**src/rtl/key_step_sequencer_pkg.sv**
```systemverilog
// Shared types and default timing for the key step sequencer.
package key_step_sequencer_pkg;

  // Controller states
  typedef enum logic [1:0] {
    ST_IDLE   = 2'd0,
    ST_HOLD   = 2'd1,
    ST_REPEAT = 2'd2,
    ST_LOCK   = 2'd3
  } state_e;

  // Direction owned by HOLD/REPEAT
  typedef enum logic {
    DIR_UP = 1'b0,
    DIR_DN = 1'b1
  } dir_e;

  // Defaults for a 50 MHz system clock
  localparam int DEF_WIDTH        = 4;
  localparam int DEF_DEBOUNCE_CYC = 1_000_000;   // 20 ms
  localparam int DEF_HOLD_CYC     = 50_000_000;  // 1 s
  localparam int DEF_REPEAT_CYC   = 12_500_000;  // 250 ms

  // Bits needed to count 0..n-1, never less than one bit
  function automatic int cnt_width(input int n);
    return (n > 1) ? $clog2(n) : 1;
  endfunction

endpackage

```
**src/rtl/key_step_sequencer_key_debounce.sv**
```systemverilog
// Two-flop synchronizer plus stable-level debouncer for one active-low key.
// pressed is the debounced level; press_evt/release_evt pulse for one cycle
// in the first cycle the debounced level shows the change.
module key_debounce
  import key_step_sequencer_pkg::*;
#(
  parameter int DEBOUNCE_CYC = DEF_DEBOUNCE_CYC
) (
  input  logic FPGA_CLK,
  input  logic RESET_BUT,
  input  logic key_n,
  output logic pressed,
  output logic press_evt,
  output logic release_evt
);

  localparam int CNT_W = cnt_width(DEBOUNCE_CYC);
  localparam logic [CNT_W-1:0] CNT_LAST = CNT_W'(DEBOUNCE_CYC - 1);

  logic             sync1_q, sync2_q;
  logic             pressed_q, pressed_d;
  logic             press_evt_q, press_evt_d;
  logic             release_evt_q, release_evt_d;
  logic [CNT_W-1:0] cnt_q, cnt_d;

  // Bring the raw key into the clock domain
  always_ff @(posedge FPGA_CLK or negedge RESET_BUT) begin
    if (!RESET_BUT) begin
      // NOTE: synchronizers reset to the released level, so a key held through reset must debounce afresh.
      sync1_q <= 1'b1;
      sync2_q <= 1'b1;
    end else begin
      // NOTE: non-blocking assignments make every flop sample pre-edge values, giving a true 2-stage chain.
      sync1_q <= key_n;
      sync2_q <= sync1_q;
    end
  end

  // Count consecutive cycles the synced level disagrees with the accepted level
  always_comb begin
    // NOTE: every variable gets a default first, so no path can infer a latch.
    cnt_d         = '0;
    pressed_d     = pressed_q;
    press_evt_d   = 1'b0;
    release_evt_d = 1'b0;
    if (~sync2_q != pressed_q) begin
      if (cnt_q == CNT_LAST) begin
        pressed_d     = ~sync2_q;
        press_evt_d   = ~sync2_q;
        release_evt_d = sync2_q;
      end else begin
        cnt_d = cnt_q + 1'b1;
      end
    end
  end

  // Debounce state register
  always_ff @(posedge FPGA_CLK or negedge RESET_BUT) begin
    if (!RESET_BUT) begin
      cnt_q         <= '0;
      pressed_q     <= 1'b0;
      press_evt_q   <= 1'b0;
      release_evt_q <= 1'b0;
    end else begin
      cnt_q         <= cnt_d;
      pressed_q     <= pressed_d;
      press_evt_q   <= press_evt_d;
      release_evt_q <= release_evt_d;
    end
  end

  assign pressed     = pressed_q;
  assign press_evt   = press_evt_q;
  assign release_evt = release_evt_q;

endmodule

```
**src/rtl/key_step_sequencer.sv**
```systemverilog
// Key step sequencer: debounces UP/DOWN keys, arbitrates them into single
// step commands with hold-to-auto-repeat, and owns the LED counter register.
module key_step_sequencer
  import key_step_sequencer_pkg::*;
#(
  parameter int WIDTH        = DEF_WIDTH,
  parameter int DEBOUNCE_CYC = DEF_DEBOUNCE_CYC,
  parameter int HOLD_CYC     = DEF_HOLD_CYC,
  parameter int REPEAT_CYC   = DEF_REPEAT_CYC,
  parameter bit WRAP         = 1'b1
) (
  input  logic             FPGA_CLK,
  input  logic             RESET_BUT,
  input  logic             KEY_UP_N,
  input  logic             KEY_DN_N,
  output logic [WIDTH-1:0] value,
  output logic             inc_pulse,
  output logic             dec_pulse,
  output logic             active
);

  // Shared hold/repeat timer; REPEAT_CYC is expected not to exceed HOLD_CYC
  localparam int TMR_W = cnt_width(HOLD_CYC);
  localparam logic [TMR_W-1:0] HOLD_LAST   = TMR_W'(HOLD_CYC - 1);
  localparam logic [TMR_W-1:0] REPEAT_LAST = TMR_W'(REPEAT_CYC - 1);
  localparam logic [WIDTH-1:0] VAL_MAX     = '1;

  logic up_pressed, up_press_evt, up_release_evt;
  logic dn_pressed, dn_press_evt, dn_release_evt;

  state_e           state_q, state_d;
  dir_e             dir_q, dir_d;
  logic [TMR_W-1:0] timer_q, timer_d;
  logic [WIDTH-1:0] value_q, value_d;
  logic             inc_q, inc_d;
  logic             dec_q, dec_d;

  logic step_req;
  dir_e step_dir;
  logic dir_released;
  logic other_held;

  key_debounce #(
    .DEBOUNCE_CYC(DEBOUNCE_CYC)
  ) u_deb_up (
    .FPGA_CLK   (FPGA_CLK),
    .RESET_BUT  (RESET_BUT),
    .key_n      (KEY_UP_N),
    .pressed    (up_pressed),
    .press_evt  (up_press_evt),
    .release_evt(up_release_evt)
  );

  key_debounce #(
    .DEBOUNCE_CYC(DEBOUNCE_CYC)
  ) u_deb_dn (
    .FPGA_CLK   (FPGA_CLK),
    .RESET_BUT  (RESET_BUT),
    .key_n      (KEY_DN_N),
    .pressed    (dn_pressed),
    .press_evt  (dn_press_evt),
    .release_evt(dn_release_evt)
  );

  // The owning key can only be released while it is held, so its release
  // event marks the end of a HOLD/REPEAT run.
  assign dir_released = (dir_q == DIR_UP) ? up_release_evt : dn_release_evt;
  assign other_held   = (dir_q == DIR_UP) ? dn_pressed : up_pressed;

  // Next-state, direction, timer and step request
  always_comb begin
    state_d  = state_q;
    dir_d    = dir_q;
    timer_d  = timer_q + 1'b1;
    step_req = 1'b0;
    step_dir = dir_q;
    unique case (state_q)
      ST_IDLE: begin
        timer_d = '0;
        if ((up_press_evt || dn_press_evt) && up_pressed && dn_pressed) begin
          state_d = ST_LOCK;
        end else if (up_press_evt) begin
          state_d  = ST_HOLD;
          dir_d    = DIR_UP;
          step_req = 1'b1;
          step_dir = DIR_UP;
        end else if (dn_press_evt) begin
          state_d  = ST_HOLD;
          dir_d    = DIR_DN;
          step_req = 1'b1;
          step_dir = DIR_DN;
        end
      end
      ST_HOLD: begin
        if (dir_released) begin
          state_d = ST_IDLE;
          timer_d = '0;
        end else if (other_held) begin
          state_d = ST_LOCK;
          timer_d = '0;
        end else if (timer_q == HOLD_LAST) begin
          state_d  = ST_REPEAT;
          timer_d  = '0;
          step_req = 1'b1;
        end
      end
      ST_REPEAT: begin
        if (dir_released) begin
          state_d = ST_IDLE;
          timer_d = '0;
        end else if (other_held) begin
          state_d = ST_LOCK;
          timer_d = '0;
        end else if (timer_q == REPEAT_LAST) begin
          timer_d  = '0;
          step_req = 1'b1;
        end
      end
      ST_LOCK: begin
        timer_d = '0;
        if (!up_pressed && !dn_pressed) begin
          state_d = ST_IDLE;
        end
      end
      default: begin
        state_d = ST_IDLE;
        timer_d = '0;
      end
    endcase
  end

  // Counter arithmetic; at a saturation limit the strobe still fires
  always_comb begin
    value_d = value_q;
    inc_d   = 1'b0;
    dec_d   = 1'b0;
    if (step_req) begin
      if (step_dir == DIR_UP) begin
        inc_d = 1'b1;
        if (WRAP || (value_q != VAL_MAX)) begin
          value_d = value_q + 1'b1;
        end
      end else begin
        dec_d = 1'b1;
        if (WRAP || (value_q != '0)) begin
          value_d = value_q - 1'b1;
        end
      end
    end
  end

  // Controller and counter registers
  always_ff @(posedge FPGA_CLK or negedge RESET_BUT) begin
    if (!RESET_BUT) begin
      state_q <= ST_IDLE;
      dir_q   <= DIR_UP;
      timer_q <= '0;
      value_q <= '0;
      inc_q   <= 1'b0;
      dec_q   <= 1'b0;
    end else begin
      state_q <= state_d;
      dir_q   <= dir_d;
      timer_q <= timer_d;
      value_q <= value_d;
      inc_q   <= inc_d;
      dec_q   <= dec_d;
    end
  end

  assign value     = value_q;
  assign inc_pulse = inc_q;
  assign dec_pulse = dec_q;
  assign active    = (state_q != ST_IDLE);

endmodule
```
**config.mk**
```make
export PLATFORM = sky130hd
export DESIGN_NAME = key_step_sequencer
export DESIGN_NICKNAME = d
export VERILOG_FILES = /design/src/rtl/key_step_sequencer_pkg.sv /design/src/rtl/key_step_sequencer_key_debounce.sv /design/src/rtl/key_step_sequencer.sv
export SDC_FILE = /design/constraint.sdc
export NUM_CORES = 1
export LEC_CHECK = 0
export ABC_AREA = 1
export BUFFER_PORTS_ARGS = -buffer_cell sky130_fd_sc_hd__buf_4
export CORE_MARGIN = 2
export CORE_UTILIZATION = 27
export CTS_CLUSTER_DIAMETER = 100
export DETAILED_ROUTE_END_ITERATION = 10
export PLACE_DENSITY = 0.52
export SLEW_MARGIN = 20
export SYNTH_ARGS = -nofsm -noshare
export SYNTH_HDL_FRONTEND = slang
export SYNTH_SLANG_ARGS = --single-unit
```
**constraint.sdc**
```tcl
create_clock -name FPGA_CLK -period 4.81 [get_ports FPGA_CLK]
set_input_delay 0.962 -clock FPGA_CLK [delete_from_list [all_inputs] [get_ports FPGA_CLK]]
set_output_delay 0.962 -clock FPGA_CLK [all_outputs]
set_load 0.02 [all_outputs]
```
==> results.md, run 1 <==
- DR vias/cell: ~4.4
- Layout Skew: between 0.009 and 0.01 ns
- Initial DRC count: about 180
- Synthesized netlist cell count: 612
- Initial antenna violation count: 0
- Cell Area, Synth: about 4700 µm²
- Largest net degree at the start of global routing: 57
- Cell Pwr Density: roughly 270 nW/µm²
- #FFs+latches synth: 85
- TNS Setup: 0 ns
- Fin cells: 860
- Hold depth: 0
- Wirelength, routed: 9780 µm
- Nets: between 600 and 700
- Worst VDD drop: around 0.17 mV
- Endpoint type of the worst setup path: flop
- Syn_area_per_cell: approximately 7.7 µm²
- Routed len/inst: roughly 11 µm
- CTS tree: built
- # resized after CTS: 0
- Routed Antenna Nets: 0
- Vias in the first global route: around 3.7k
- Num CTS Buffers: 9
- Top cell by count, worst path: nand2_1
- # diodes: 0
- Syn-to-layout area delta: 13.3%
- Crit path from: state_q[0]
- # clock sinks: between 80 and 90
- CP Depth: 16
- Max Cap Viol: 0
- Core area: between 15000 and 20000 µm²
- Clk slew on worst S/H paths: ~0.070 ns
- Normalized max-slew margin: about 51%
- Drt drc: 0
- R2R setup slack: approximately 2.6 ns
- Worst setup SP type: flop
- Initial Util: between 20% and 30%
- Mapped Nets: just over 600
- Tcrit/Tclk final: about 46%
- Reg2reg path depth: 16
- Slowest CP cell: dfrtp_1
- Filler instances: ~1.9k
- Global-route wire length before repair: between 15000 and 20000 µm
- I/O Buffers: 10
- Setup bufs post-CTS: 0
- Share of cells above drive strength 1: about a tenth
- IO Pins: 11
- Hpwl dp: 7190 µm
- All-Layer GR Usage: a little under an eighth
- FF-to-FF End: value[3]
- GRT overflow: 0
- Synth warnings: 0
- Cell Chain, Critical Path: nor2_1 > inv_1 > a21oi_1 > nand2_1 > nand2_1 > inv_1 > ha_1 > a21o_1 > nand2_1 > nand2_1 > nand3_1 > nand2_1 > inv_1 > nand2_1 > nand2_1 > nand2_1
- Die Ht: around 140 µm
- Netlist cell types: 40
- Worst Setup EP: value[3]
- Slew Limit Fails: 0
- DR pass1 iterations: 4
- Hold Buf Count CTS: 0
- Worst-margin pin slew: ~0.73 ns
- Maximum clock rate: roughly 450 MHz
- Critical-path maximum fanout: 5
- Max incr delay on CP: approximately 0.4 ns
- Final setup vio count: 0
- Worst-Skew Late Latency: 0.34 ns
- Hold Fails Final Rpt: 0
- Min Tclk post-route: between 2 and 2.5 ns
- Outcome: finished, final reports clean
- WP data arrival: around 2.5 ns
- Placed Area: 5020 µm²
- Die area: approximately 18000 µm²
- Clock Tree Root: clkbuf_16
- Clk buf depth: 2
- HP Class: reg2reg
- CP Buf/Inv Count: 3
- Most common cell after layout, fill and taps aside: nand2_1
- WHS: around 0.36 ns
- Vias: approximately 3.8k
- RD Place Congestion: between 0.8 and 0.9
- Sequential area share after synthesis: 45.4%
- Placed instance count: 844
- Critical Path RT: 5.04 ns
- RSZ-0062 raised after global routing: false
- Critical path type: reg2reg
- Leak: between 2 and 2.5 nW
- Fin area: between 5000 and 6000 µm²
- Most frequent cells in the layout: 137 x nand2_1, 114 x nor2_1, 81 x dfrtp_1
- Site Rows: between 40 and 50
- Chip Width: between 100 and 150 µm
- CP delay by family, top: simple AND/OR/NAND/NOR gates
- H-Tree Level Count: 3
- Reg2Reg Launch Point: state_q[0]
==> report_power, final <==
group / switching (mW) / internal, mW
registers: 0.00454 / 0.722
logic: 0.0266 / 0.00788
clock network: 0.279 / 0.417
==> flip-flops by register name, summed over array words and instances, names as in the netlist, 2 cells and up <==
| name | cells |
|---|---|
| timer_q | 26 |
| u_deb_dn.cnt_q | 20 |
| u_deb_up.cnt_q | 20 |
| value | 4 |
| state_q | 2 |
==> cell families (layout without fill, tap and decap cells) <==
| kind of cell | Yosys count | count (layout) | share of synthesized area [%] |
|---|---|---|---|
| compound gates | 34 | 34 | 4.13 |
| xor+xnor | 26 | 26 | 4.85 |
| fa+ha+maj | 6 | 6 | 1.76 |
| buf+inv | 91 | 114 | 7.68 |
| flops | 85 | 85 | 45.4 |
| mux | 1 | 1 | 0.213 |
| simple gates | 369 | 369 | 35.9 |
==> routing by layer <==
layer / wire, µm / vias up / share of wire [%] / track usage, %
met2: 4590 / 37 / 47 / 19.5
met1: 4760 / 1731 / 49 / 15.1
met4: 81 / 0 / 0.83 / 2.49
met3: 343 / 7 / 3.5 / 3.84
li1: - / 1977 / - / -
met5: 0 / - / 0 / 0
==> worst min path at each step <==
stage / to / from / slack [ns]
2_1_floorplan: u_deb_dn.sync2_q / u_deb_dn.sync1_q / 0.35
3_3_place_gp: u_deb_dn.sync2_q / u_deb_dn.sync1_q / 0.36
3_5_place_dp: u_deb_dn.sync2_q / u_deb_dn.sync1_q / 0.36
4_1_cts: u_deb_dn.sync2_q / u_deb_dn.sync1_q / 0.36
5_1_grt: u_deb_dn.sync2_q / u_deb_dn.sync1_q / 0.37
6_report: u_deb_dn.sync2_q / u_deb_dn.sync1_q / 0.36
==> final cells by class <==
class	count	area, µm²	area share, %
clock buffers	13	250	4.70
multi-input cells	436	2200	41.4
well taps	225	282	5.29
flip-flops and latches	85	2130	40.1
clock inverters	3	45.0	0.847
repair buffers	11	82.6	1.55
inverters	87	327	6.14
==> cell usage after synthesis <==
library cell / number / area [µm²]
nand3b_2: 1 / 11.3
dfstp_2: 4 / 105
dfrtp_1: 81 / 2030
nand3_2: 2 / 20.0
a21o_1: 1 / 7.51
nand4_4: 1 / 21.3
nor4_2: 1 / 12.5
ha_1: 5 / 62.6
nand2_2: 7 / 43.8
and3_1: 1 / 6.26
mux2i_1: 1 / 10.0
buf_4: 1 / 7.51
fa_1: 1 / 20.0
xnor2_1: 7 / 61.3
o21ai_0: 9 / 45.0
inv_1: 80 / 300
a31oi_1: 3 / 18.8
nor4_1: 3 / 18.8
clkbuf_1: 1 / 3.75
or2_0: 1 / 6.26
nor3_2: 1 / 10.0
nand3b_1: 1 / 7.51
nand4_1: 16 / 100
o21ai_2: 1 / 8.76
nor3_4: 2 / 32.5
nand2_1: 137 / 514
inv_2: 7 / 26.3
buf_6: 2 / 22.5
a21oi_1: 15 / 75.1
o22ai_1: 1 / 6.26
xor2_1: 19 / 166
o211a_1: 1 / 10.0
o21bai_1: 1 / 7.51
nor3b_1: 4 / 30.0
nand3_1: 42 / 210
nor2_1: 114 / 428
o21a_1: 2 / 15.0
nor2_4: 5 / 56.3
nor2_2: 6 / 37.5
nor3_1: 24 / 120
==> stage by stage <==
step           total power [mW]  setup WS (ns)  utilization (%)
2_1_floorplan             0.754           2.70                -
3_3_place_gp              0.777           2.63             29.3
3_5_place_dp              0.777           2.59             29.3
4_1_cts                    1.49           2.56             31.1
5_1_grt                    1.52           2.24             31.1
6_report                   1.46           2.58             31.1
Note: power is estimated with default switching activity, not from simulation.
==> inputs of run 2 (changes only) <==
PLACE_DENSITY = 0.53   (was 0.52)
clock period = 2.04 ns   (was 4.81 ns; I/O delays follow)
==> run 2 against run 1 <==
Sequential cell count unchanged. Sequential share of layout area shrank 1.2 points. Critical path depth increased by 1.
==> results.md, run 2 (same netlist as run 1, synthesis figures left out) <==
- Outcome: finished, final reports clean
- Hold Fails Final Rpt: 0
- HP Class: in2async
- Nets: ~660
- Initial antenna violation count: 0
- Syn-to-layout area delta: 16.8%
- Critical-path maximum fanout: 4
- GRT overflow: 0
- Vias: 3810
- Layout Skew: between 0.007 and 0.008 ns
- Core area: ~17000 µm²
- RD Place Congestion: just over 0.8
- Normalized max-slew margin: a little under three quarters
- Clk slew on worst S/H paths: ~0.060 ns
- CP delay by family, top: simple AND/OR/NAND/NOR gates
- Largest net degree at the start of global routing: 33
- Share of cells above drive strength 1: approximately 14%
- Site Rows: 48
- DR pass1 iterations: 4
- Max incr delay on CP: roughly 0.39 ns
- Cell Chain, Critical Path: inv_1 > nand2_2 > a21oi_2 > nand2_1 > nand2_2 > inv_4 > ha_4 > a21o_1 > nand2_1 > nand2_1 > inv_1 > nand2_1 > nand2_1 > inv_2 > nand2_2 > nand2_1 > nand2_1
- Initial Util: about 27%
- Die Ht: roughly 140 µm
- Hpwl dp: slightly above 7000 µm
- Routed Antenna Nets: 0
- Final WS setup: about 0.18 ns
- Routed met1 length: roughly 4800 µm
- Max Used Layer: met4
- Global-route wire length before repair: 17500 µm
- Maximum clock rate: 537 MHz
- H-Tree Level Count: 3
- CP Buf/Inv Count: 4
- Fin cells: 877
- Chip Width: 136 µm
- WHS: approximately 0.0024 ns
- R2R setup slack: between 0.15 and 0.2 ns
- Top Registers: timer_q (26), u_deb_dn.cnt_q (20), u_deb_up.cnt_q (20)
- Die area: 18500 µm²
- Num CTS Buffers: 9
- Worst setup SP type: flop
- # diodes: 0
- Drt drc: 0
- All-Layer GR Usage: 11.8%
- CTS tree: built
- Worst-Skew Late Latency: between 0.3 and 0.4 ns
- Worst-margin pin slew: about 0.43 ns
- Metal2 WL: 4620 µm
- I/O Buffers: 10
- Wirelength, routed: approximately 10000 µm
- Clk buf depth: 2
- Placed Area: between 5000 and 6000 µm²
- Critical path type: reg2reg
- Most frequent cells in the layout: 133 x nand2_1, 113 x nor2_1, 80 x dfrtp_1
- Met3 WL: between 300 and 400 µm
- # clock sinks: 85
- Slew Limit Fails: 0
- Place WS: -0.0308 ns
- Top cell by count, worst path: nand2_1
- Clock Tree Root: clkbuf_16
- Top reg by flops: timer_q
- Pwr Total: roughly 3.3 mW
- Placed instance count: about 860
- Hold Buf Count CTS: 0
- DR vias/cell: ~4.3
- Cell Pwr Density: 611 nW/µm²
- IO Pins: 11
- WP data arrival: roughly 2.1 ns
- Vias in the first global route: roughly 3.7k
- Endpoint type of the worst setup path: flop
- Leak: roughly 2.4 nW
- Max reg flops: 26
- Routed len/inst: ~11 µm
- Critical Path RT: approximately 2.3 ns
- Tcrit/Tclk final: around nine tenths
- Min Tclk post-route: between 1.5 and 2 ns
- Slowest CP cell: dfrtp_1
- Worst VDD drop: roughly 0.39 mV
- Most common cell after layout, fill and taps aside: nand2_1
- Initial DRC count: between 200 and 250
- Fin area: ~5500 µm²
- Max Cap Viol: 0
- Final setup vio count: 0
-- run 2: metrics by stage --
stage	util, %	TNS (ns)
final	32.0	0
after global routing	32.0	-0.0107
after CTS	31.7	0
after detailed placement	30.0	-0.0308
after global placement	30.0	0
after floorplan	-	0
-- run 2: power breakdown --
group / internal, mW / switching (mW) / total [mW]
Combinational: 0.0263 / 0.0648 / 0.0910
Sequential: 1.70 / 0.0111 / 1.71
Clock: 0.837 / 0.709 / 1.55
-- run 2: final cells by class --
cell class / instances / area, µm²
tap: 225 / 282
sequential: 85 / 2130
multi-input combinational: 436 / 2240
inverter: 87 / 329
timing repair buffer: 28 / 223
clock inverter: 6 / 48.8
fill: 1826 / 11600
clock buffer: 10 / 229
-- run 2: metal layers --
layer | track usage, % | vias up
met5 | 0 | -
met4 | 3.36 | 0
met3 | 3.24 | 14
met2 | 18.2 | 57
met1 | 16.3 | 1726
li1 | - | 2013
-- run 2: what timing repair did --
action | 4_1_cts | 5_1_grt
pin swaps | 0 | 10
setup buffers | 0 | 4
setup endpoints to repair | 1 | 2
gates resized for setup | 1 | 11
-- run 2: final timing paths --
kind,from,end,depth (start not counted)
max in group asynchronous,RESET_BUT,u_deb_up.sync2_q,2
setup reg to reg,u_deb_dn.press_evt,value[3],17
hold reg to reg,u_deb_up.sync1_q,u_deb_up.sync2_q,0
min in group FPGA_CLK,KEY_UP_N,u_deb_up.sync1_q,1
setup / recovery,u_deb_dn.press_evt,value[3],17
hold / removal,RESET_BUT,timer_q[16],1
